File: src/rtl/hzu_mt.sv
// Multi-thread issue hazard unit: per-thread RAW tracking over a shifting issue
// history, shared memory-port store conflict, fetch exceptions and thread flush.
module hzu_mt #(
  parameter int unsigned DEPTH   = 8,
  parameter int unsigned THREADS = 4,
  parameter int unsigned REG_W   = 5,
  parameter int unsigned CNT_W   = 16,
  localparam int unsigned TID_W  = $clog2(THREADS)
) (
  input  logic             clk,
  input  logic             rst,
  input  logic             in_valid,
  input  logic [TID_W-1:0] in_thread,
  input  logic [REG_W-1:0] in_src1,
  input  logic [REG_W-1:0] in_src2,
  input  logic [REG_W-1:0] in_dst,
  input  logic             in_has_dst,
  input  logic             in_is_store,
  input  logic             in_is_load,
  input  logic             itlb_miss,
  input  logic             icache_miss,
  input  logic             wb_valid,
  input  logic [TID_W-1:0] wb_thread,
  input  logic [REG_W-1:0] wb_dst,
  input  logic             flush_valid,
  input  logic [TID_W-1:0] flush_thread,
  output logic             issue,
  output logic             stall,
  output logic [CNT_W-1:0] stall_count
);

  // The candidate itself is the newest of the last DEPTH instructions, so only
  // DEPTH-1 older issues are stored: a producer blocks for DEPTH-1 cycles after issue.
  localparam int unsigned HD = DEPTH - 1;

  typedef struct packed {
    logic             valid;
    logic [TID_W-1:0] thread;
    logic [REG_W-1:0] dst;
    logic             has_dst;
    logic             is_store;
  } entry_t;

  entry_t hist_q [HD];
  entry_t hist_n [HD];

  logic raw_hit;
  logic mem_hit;
  logic flush_hit;
  logic fetch_exc;

  // Writeback clears the pending destination, then a flush kills the thread's entries.
  function automatic entry_t age_entry(input entry_t e,
                                       input logic wbv, input logic [TID_W-1:0] wbt,
                                       input logic [REG_W-1:0] wbd,
                                       input logic flv, input logic [TID_W-1:0] flt);
    entry_t r;
    r = e;
    if (wbv && r.valid && r.has_dst && r.thread == wbt && r.dst == wbd) r.has_dst = 1'b0;
    if (flv && r.thread == flt) r.valid = 1'b0;
    return r;
  endfunction

  always_comb begin
    raw_hit = 1'b0;
    for (int unsigned i = 0; i < HD; i++) begin
      if (hist_q[i].valid && hist_q[i].has_dst && hist_q[i].thread == in_thread &&
          hist_q[i].dst != '0 &&
          (hist_q[i].dst == in_src1 || hist_q[i].dst == in_src2) &&
          !(wb_valid && wb_thread == hist_q[i].thread && wb_dst == hist_q[i].dst))
        raw_hit = 1'b1;
    end
  end

  // Memory conflict ignores thread: the data port is shared.
  assign mem_hit   = hist_q[0].valid && hist_q[0].is_store && (in_is_store || in_is_load);
  assign flush_hit = flush_valid && flush_thread == in_thread;
  assign fetch_exc = itlb_miss || icache_miss;

  assign issue = rst && in_valid && !raw_hit && !mem_hit && !flush_hit && !fetch_exc;
  assign stall = rst && in_valid && (raw_hit || mem_hit) && !flush_hit && !fetch_exc;

  always_comb begin
    hist_n[0] = '{valid: issue, thread: in_thread, dst: in_dst,
                  has_dst: in_has_dst, is_store: in_is_store};
    for (int unsigned i = 1; i < HD; i++)
      hist_n[i] = age_entry(hist_q[i-1], wb_valid, wb_thread, wb_dst, flush_valid, flush_thread);
  end

  always_ff @(posedge clk) begin
    if (!rst) begin
      for (int unsigned i = 0; i < HD; i++) hist_q[i] <= '0;
      stall_count <= '0;
    end else begin
      hist_q <= hist_n;
      if (stall && stall_count != '1) stall_count <= stall_count + CNT_W'(1);
    end
  end

endmodule

File: config.mk
export PLATFORM = sky130hd
export DESIGN_NAME = hzu_mt
export DESIGN_NICKNAME = d
export VERILOG_FILES = /design/src/rtl/hzu_mt.sv
export SDC_FILE = /design/constraint.sdc
export NUM_CORES = 1
export LEC_CHECK = 0
export CAP_MARGIN = 40
export CORE_AREA = 2 2 92 94
export DETAILED_ROUTE_END_ITERATION = 12
export DIE_AREA = 0 0 94 96
export HOLD_SLACK_MARGIN = 0.15
export PLACE_DENSITY_LB_ADDON = 0.2
export SYNTH_ARGS = -nofsm -noshare
export SYNTH_HDL_FRONTEND = slang
export SYNTH_SLANG_ARGS = --single-unit
File: constraint.sdc
create_clock -name clk -period 12.35 [get_ports clk]
set_input_delay 3.705 -clock clk [delete_from_list [all_inputs] [get_ports clk]]
set_output_delay 3.705 -clock clk [all_outputs]
set_load 0.05 [all_outputs]
==> results of run 1 <==
-- per-stage QoR --
stage	std cells	worst slack [ps]	utilization	area, um^2
2_1_floorplan	498	2494	-	4468
3_5_place_dp	626	1428	0.6186	4981
3_3_place_gp	626	1449	0.6186	4981
5_1_grt	642	1238	0.6418	5167
4_1_cts	642	1416	0.6418	5167
6_report	642	1393	0.6418	5167
-- critical path, cell delays in order --
cell,delay (ps)
clkdlybuf4s50_1,670
xnor2_1,310
nand4_1,100
nor2_1,160
a2111oi_0,100
or4_4,570
or4_1,660
nor2_1,150
clkdlybuf4s50_1,820
-- metal layers --
layer	global-route usage	part of all wire	up-vias
met2	0.4060	0.45	144
met4	0.09541	0.023	0
met5	0	0	-
met3	0.04307	0.067	25
li1	-	-	1769
met1	0.3711	0.46	1718
-- state kept, by name, indices dropped and copies added, names as in the netlist --
| register | flops |
|---|---|
| hist_q | 21 |
| stall_count | 16 |
| hist_n | 43 |
-- logic make-up after synthesis --
family | after synthesis | synth area share
buf+inv | 38 | 0.04145
flops | 80 | 0.3584
mux | 2 | 0.004481
simple gates | 175 | 0.2204
xor+xnor | 147 | 0.2882
fa+ha+maj | 1 | 0.002800
compound gates | 55 | 0.08430
-- power breakdown --
group	internal, mW	switching (mW)	total, mW
sequential	0.262	0.00749	0.270
combinational	0.0346	0.0336	0.0682
clock	0.0810	0.104	0.185
-- worst paths after layout --
check / depth (start not counted) / endpoint / slack, ps
min reg2reg: 2 / hist_q[11]$_SDFF_PP0_ / 440
max reg2reg: 9 / stall_count[13]$_SDFFE_PN0P_ / 9460
max: 9 / issue / 1390
min: 2 / hist_q[11]$_SDFF_PP0_ / 440
-- layout make-up --
type / instances / area (um^2) / share of cell area
Multi-Input combinational cell: 380 / 2681 / 0.5189
Tap cell: 105 / 131.4 / 0.02542
Sequential cell: 80 / 1602 / 0.3099
Clock inverter: 6 / 48.80 / 0.009443
Timing Repair Buffer: 56 / 548.0 / 0.1061
Inverter: 5 / 18.77 / 0.003632
Clock buffer: 10 / 137.6 / 0.02663
-- cells in the mapped netlist (all sizes together) --
cell type	instances
xor2	37
a21oi	17
a211oi	1
nand2	19
inv	5
or4	10
a31oi	9
o221a	1
nand2b	2
mux2i	2
dfxtp	80
nand4	24
o41ai	2
and3	2
clkbuf	12
a31o	2
o311a	1
xnor2	110
o211ai	1
o21a	1
o221ai	1
a2111oi	3
a311oi	1
ha	1
nor4	5
o311ai	1
or3	4
o21ai	6
o211a	1
o31a	2
nand3	20
buf	21
nor3	21
nor2	17
o31ai	5
and2	51
-- cells in the final DEF, fill, tap and decap left out, types with 2 or more instances in the layout --
cell | netlist | routed
xnor2_1 | 110 | 110
dfxtp_1 | 80 | 80
clkdlybuf4s50_1 | 0 | 52
and2_1 | 51 | 51
xor2_1 | 37 | 37
nand4_1 | 24 | 24
nor3_1 | 21 | 21
nand3_1 | 20 | 20
nand2_1 | 19 | 19
nor2_1 | 17 | 17
a21oi_1 | 16 | 16
clkbuf_8 | 0 | 10
or4_1 | 9 | 9
a31oi_1 | 9 | 9
inv_1 | 5 | 5
o31ai_1 | 5 | 5
o21ai_1 | 4 | 4
or3_1 | 4 | 4
nor4_1 | 4 | 4
a2111oi_0 | 3 | 3
buf_4 | 4 | 3
o41ai_1 | 2 | 2
o21ai_0 | 2 | 2
and3_1 | 2 | 2
o31a_1 | 2 | 2
nand2b_1 | 2 | 2
mux2i_1 | 2 | 2
inv_6 | 0 | 2
clkinvlp_4 | 0 | 2
==> flow_metrics.py, run 1 <==
metrics = {
    "power_and_ir_drop": {
        "p_leak_nw": 1.701,
        "p_per_area_mw_per_mm2": 101.2,
        "ir_worst_vdd_v": 0.00006945,
        "p_total_mw": 0.5228,
    },
    "timing": {
        "drv_slew": 0,
        "tns_ps": 0,
        "period_needed_ps": 10960,
        "maxSlewHeadroom": 0.4908,
        "hold_viol": 0,
        "setup-violations-final": 0,
        "fmax_ghz": 0.09127,
        "fin_crit_sh": 0.8872,
        "hold_slack_ps": 441.4,
        "rsz0062_at_grt": "no",
        "clock_skew_ps": 14.74,
        "worst-slew-pin-transition_ps": 753.9,
    },
    "global_routing": {
        "antenna_found_initial": 0,
        "grt-ovfl-total": 0,
        "grt_pass1_vias": 3443,
        "track_usage": 0.2626,
        "grt_pass1_wl_mm": 18.11,
        "grt_max_degree": 72,
    },
    "worst_setup_path": {
        "required_ps": 8640,
        "worstReg2RegStart": "hist_n[22]$_SDFF_PN0_",
        "end_kind": "primary output",
        "start_kind": "input port",
        "crit_fanout": 7,
        "arrival_ps": 7250,
        "critPathLaunch": "wb_thread[1]",
        "path_class": "input port to primary output",
    },
    "die": {
        "coreArea_mm2": 0.008051,
        "start_util": 0.5549,
        "ios": 54,
        "num_rows": 33,
        "die-area_mm2": 0.009024,
        "die-height_um": 96,
        "die_w_um": 94,
    },
    "routing": {
        "post_drt_wl_per_cell_um": 17.73,
        "dr.pass1.iters": 5,
        "drcViolationCount": 0,
        "drt_iter0_drc": 329,
        "ant_nets": 0,
        "vias_per_cell": 5.695,
        "wl_mm": 11.38,
        "vias": 3656,
    },
    "min_path": {
        "hp-class": "flop to flop",
        "holdCritStartpoint": "hist_q[21]$_SDFF_PP0_",
    },
    "flow_run": {
        "drv_cap": 0,
    },
    "place": {
        "globalplace.congestion": 0.8956,
        "dp_hpwl_mm": 8.388,
        "port-buffer-count": 53,
    },
    "clock_tree": {
        "cts_buffers": 9,
        "holdBufCountCts": 0,
        "cts_resized": 0,
        "post_cts_buffers": 0,
        "cts_root_buffer": "clkbuf_8",
        "cts.reportedPaths.clkPinSlew_ps": 90,
        "tritoncts": "done",
        "clock_sinks": 80,
        "cts-htree-levels": 3,
        "cts.path.max_buffers": 2,
        "clkLatencyLatePin_ps": 360,
    },
    "yosys": {
        "synth_top_area_share": 0.3584,
        "postSynthAreaPerCell_um2": 8.972,
        "synth_top_cell_by_area": "dfxtp_1",
        "ys_ff_latch": 80,
        "synth_cell_types": 43,
        "synth_warnings": 0,
        "postSynthCellCount": 498,
        "synth_area_leaders": "dfxtp_1 (36%), xnor2_1 (22%), xor2_1 (7.3%)",
        "yosysSeqAreaShare": 0.3584,
        "syn_area_mm2": 0.004468,
        "synth_nets": 535,
    },
    "final_layout": {
        "nFillCells": 698,
        "n_antenna_cell": 0,
        "area_growth_pct": 15.65,
        "fin_nets": 569,
        "drive_gt1_frac": 0.04842,
    },
    "run_status": {
        "status": "finished clean",
    },
}
Note: power is estimated with default switching activity, not from simulation.
==> run 2: changes to the inputs <==
--- a/config.mk
+++ b/config.mk
@@ -6,11 +6,12 @@
 export NUM_CORES = 1
 export LEC_CHECK = 0
 export CAP_MARGIN = 40
-export CORE_AREA = 2 2 92 94
+export CORE_AREA = 2 2 90 92
 export DETAILED_ROUTE_END_ITERATION = 12
-export DIE_AREA = 0 0 94 96
+export DIE_AREA = 0 0 92 94
 export HOLD_SLACK_MARGIN = 0.15
 export PLACE_DENSITY_LB_ADDON = 0.2
+export SLEW_MARGIN = 5
 export SYNTH_ARGS = -nofsm -noshare
 export SYNTH_HDL_FRONTEND = slang
 export SYNTH_SLANG_ARGS = --single-unit
==> run 2 against run 1 <==
Compared with the run above:
- non-clock buffer count stayed put
- wire length is 1.2% lower
- combinational power is 1% higher
- clock-buffer cell count is 1 higher
- clock power is 14% lower
- via count is 1.7% higher
- worst hold slack better by 6.5 ps
- first-iteration DRC count is 7.9% higher
- clock skew is 3.4 ps lower
- power is 4.6% lower
- sequential cell count stayed put
- register-to-register slack better by 20 ps
- critical path type unchanged
- largest power group unchanged
==> flow_metrics.py, run 2 (synthesis results as in run 1) <==
metrics = {
    "routing": {
        "ant_nets": 0,
        "vias": 3717,
        "dr.pass1.iters": 5,
        "post_drt_wl_per_cell_um": 17.63,
        "drcViolationCount": 0,
        "drt_iter0_drc": 355,
        "wl_mm": 11.25,
        "vias_per_cell": 5.826,
    },
    "power_and_ir_drop": {
        "seqPwrFrac": 0.541,
        "comb_power_share": 0.139,
        "p_int_mw": 0.3678,
        "power_frac_clock": 0.320,
        "ir_worst_vdd_v": 0.00007428,
        "p_leak_nw": 1.689,
        "p_per_area_mw_per_mm2": 97.20,
        "p_switching_mw": 0.1310,
        "p_sw_frac": 0.2626,
    },
    "final_layout": {
        "layout_common_cells": "xnor2_1 (110), dfxtp_1 (80), clkdlybuf4s50_1 (52), and2_1 (51), xor2_1 (37)",
        "drive_gt1_frac": 0.04291,
        "largest_register_ffs": 43,
        "n_antenna_cell": 0,
        "nFillCells": 633,
        "layout_commonest_cell": "xnor2_1",
        "instances_no_fill": 638,
        "area_growth_pct": 14.84,
        "fin_nets": 569,
    },
    "timing": {
        "tns_ps": 0,
        "setup-violations-final": 0,
        "hold_viol": 0,
        "worst-slew-pin-transition_ps": 791.4,
        "rsz0062_at_grt": "no",
        "worst_slack_ps": 1411,
        "maxSlewHeadroom": 0.4655,
        "period_needed_ps": 10940,
        "drv_slew": 0,
        "fin_crit_sh": 0.8858,
        "fmax_ghz": 0.09141,
        "clock_skew_ps": 11.32,
    },
    "clock_tree": {
        "cts_resized": 0,
        "clkLatencyLatePin_ps": 350,
        "tritoncts": "done",
        "holdBufCountCts": 0,
        "cts.path.max_buffers": 2,
        "clock_sinks": 80,
        "cts.reportedPaths.clkPinSlew_ps": 80,
        "cts-htree-levels": 3,
        "cts_root_buffer": "clkbuf_8",
        "cts_buffers": 9,
        "post_cts_buffers": 0,
    },
    "worst_setup_path": {
        "worst-r2r-cell-count": 9,
        "worstReg2RegStart": "hist_n[22]$_SDFF_PN0_",
        "start_kind": "input port",
        "required_ps": 8640,
        "path_class": "input port to primary output",
        "timing.rr.end": "stall_count[11]$_SDFFE_PN0P_",
        "critPathLaunch": "in_src1[0]",
        "crit_fanout": 7,
        "path_cells": "clkdlybuf4s50_1 -> xnor2_1 -> nand3_1 -> nor3_1 -> o221a_2 -> or4_4 -> or4_1 -> nor2_1 -> clkdlybuf4s50_1",
        "end_kind": "primary output",
        "rrSetupSlack_ps": 9480,
        "crit_slowest_cell": "clkdlybuf4s50_1",
        "cp_top_family": "buffers and inverters",
        "arrival_ps": 7230,
        "cpMostUsedCell": "clkdlybuf4s50_1",
        "critPathBufInv": 2,
        "cp_num_cells": 9,
        "cpPeakStageDelay_ps": 810,
    },
    "place": {
        "port-buffer-count": 53,
        "dp.cells": 623,
        "globalplace.congestion": 1.013,
        "place_ws_ps": 1438,
        "dp_hpwl_mm": 8.244,
    },
    "global_routing": {
        "track_usage": 0.2745,
        "grt-ovfl-total": 0,
        "grt_pass1_vias": 3617,
        "grt_max_degree": 72,
        "grt_pass1_wl_mm": 18.45,
        "antenna_found_initial": 0,
    },
    "die": {
        "die_w_um": 92,
        "die-area_mm2": 0.008648,
        "coreArea_mm2": 0.007607,
        "die-height_um": 94,
        "start_util": 0.5873,
        "ios": 54,
        "num_rows": 32,
    },
    "min_path": {
        "holdPathStages": 2,
        "hp-class": "flop to flop",
        "min_to": "hist_q[31]$_SDFF_PP0_",
        "holdCritStartpoint": "hist_q[41]$_SDFF_PP0_",
    },
    "flow_run": {
        "drv_cap": 0,
    },
    "run_status": {
        "status": "finished clean",
    },
}
==> run 2: how the worst max path moves through the flow <==
stage / endpoint / slack [ps]
2_1_floorplan: issue / 2490
3_3_place_gp: issue / 1480
3_5_place_dp: issue / 1440
4_1_cts: issue / 1430
5_1_grt: issue / 1290
6_report: issue / 1410
==> run 2: worst register-to-register path, stage by stage, from the launching register on <==
cell and delay, ps:
dfxtp_1 450, xnor2_1 150, nand3_1 90, nor3_1 200, a31oi_1 100, o41ai_1 790
nor4_4 100, buf_4 250, or4_1 530, a21oi_1 150
==> run 2: cell type report <==
cell class                 instances  area (um^2)  share of cell area
tap                              102        127.6             0.02487
clock inverter                     4        22.52            0.004389
sequential                        80         1602              0.3121
timing repair buffer              56        548.0              0.1068
multi-input combinational        380         2681              0.5226
clock buffer                      11        131.4             0.02560
inverter                           5        18.77            0.003658
==> run 2: per-stage QoR <==
step           total power [mW]  hold WS, ps    util  cell area, um^2
3_3_place_gp             0.3418        428.3  0.6543             4977
4_1_cts                  0.5027        444.4  0.6745             5131
3_5_place_dp             0.3437        432.3  0.6543             4977
2_1_floorplan            0.3230        421.7       -             4468
5_1_grt                  0.5199        461.6  0.6745             5131
6_report                 0.4988        447.9  0.6745             5131
==> run 2: power groups by stage <==
stage / Combinational, mW / Clock, mW / Sequential, mW
after global placement: 0.0663 / 0 / 0.276
after global routing: 0.0749 / 0.175 / 0.270
after detailed placement: 0.0680 / 0 / 0.276
after CTS: 0.0685 / 0.165 / 0.270
after floorplan: 0.0497 / 0 / 0.273
final: 0.0692 / 0.160 / 0.270
==> run 2: metal layers <==
layer  track usage  up-vias  share of wire
li1              -     1766              -
met1        0.3774     1758           0.45
met2        0.4203      169           0.44
met3       0.07464       24          0.088
met4       0.08706        0          0.018
met5             0        -              0
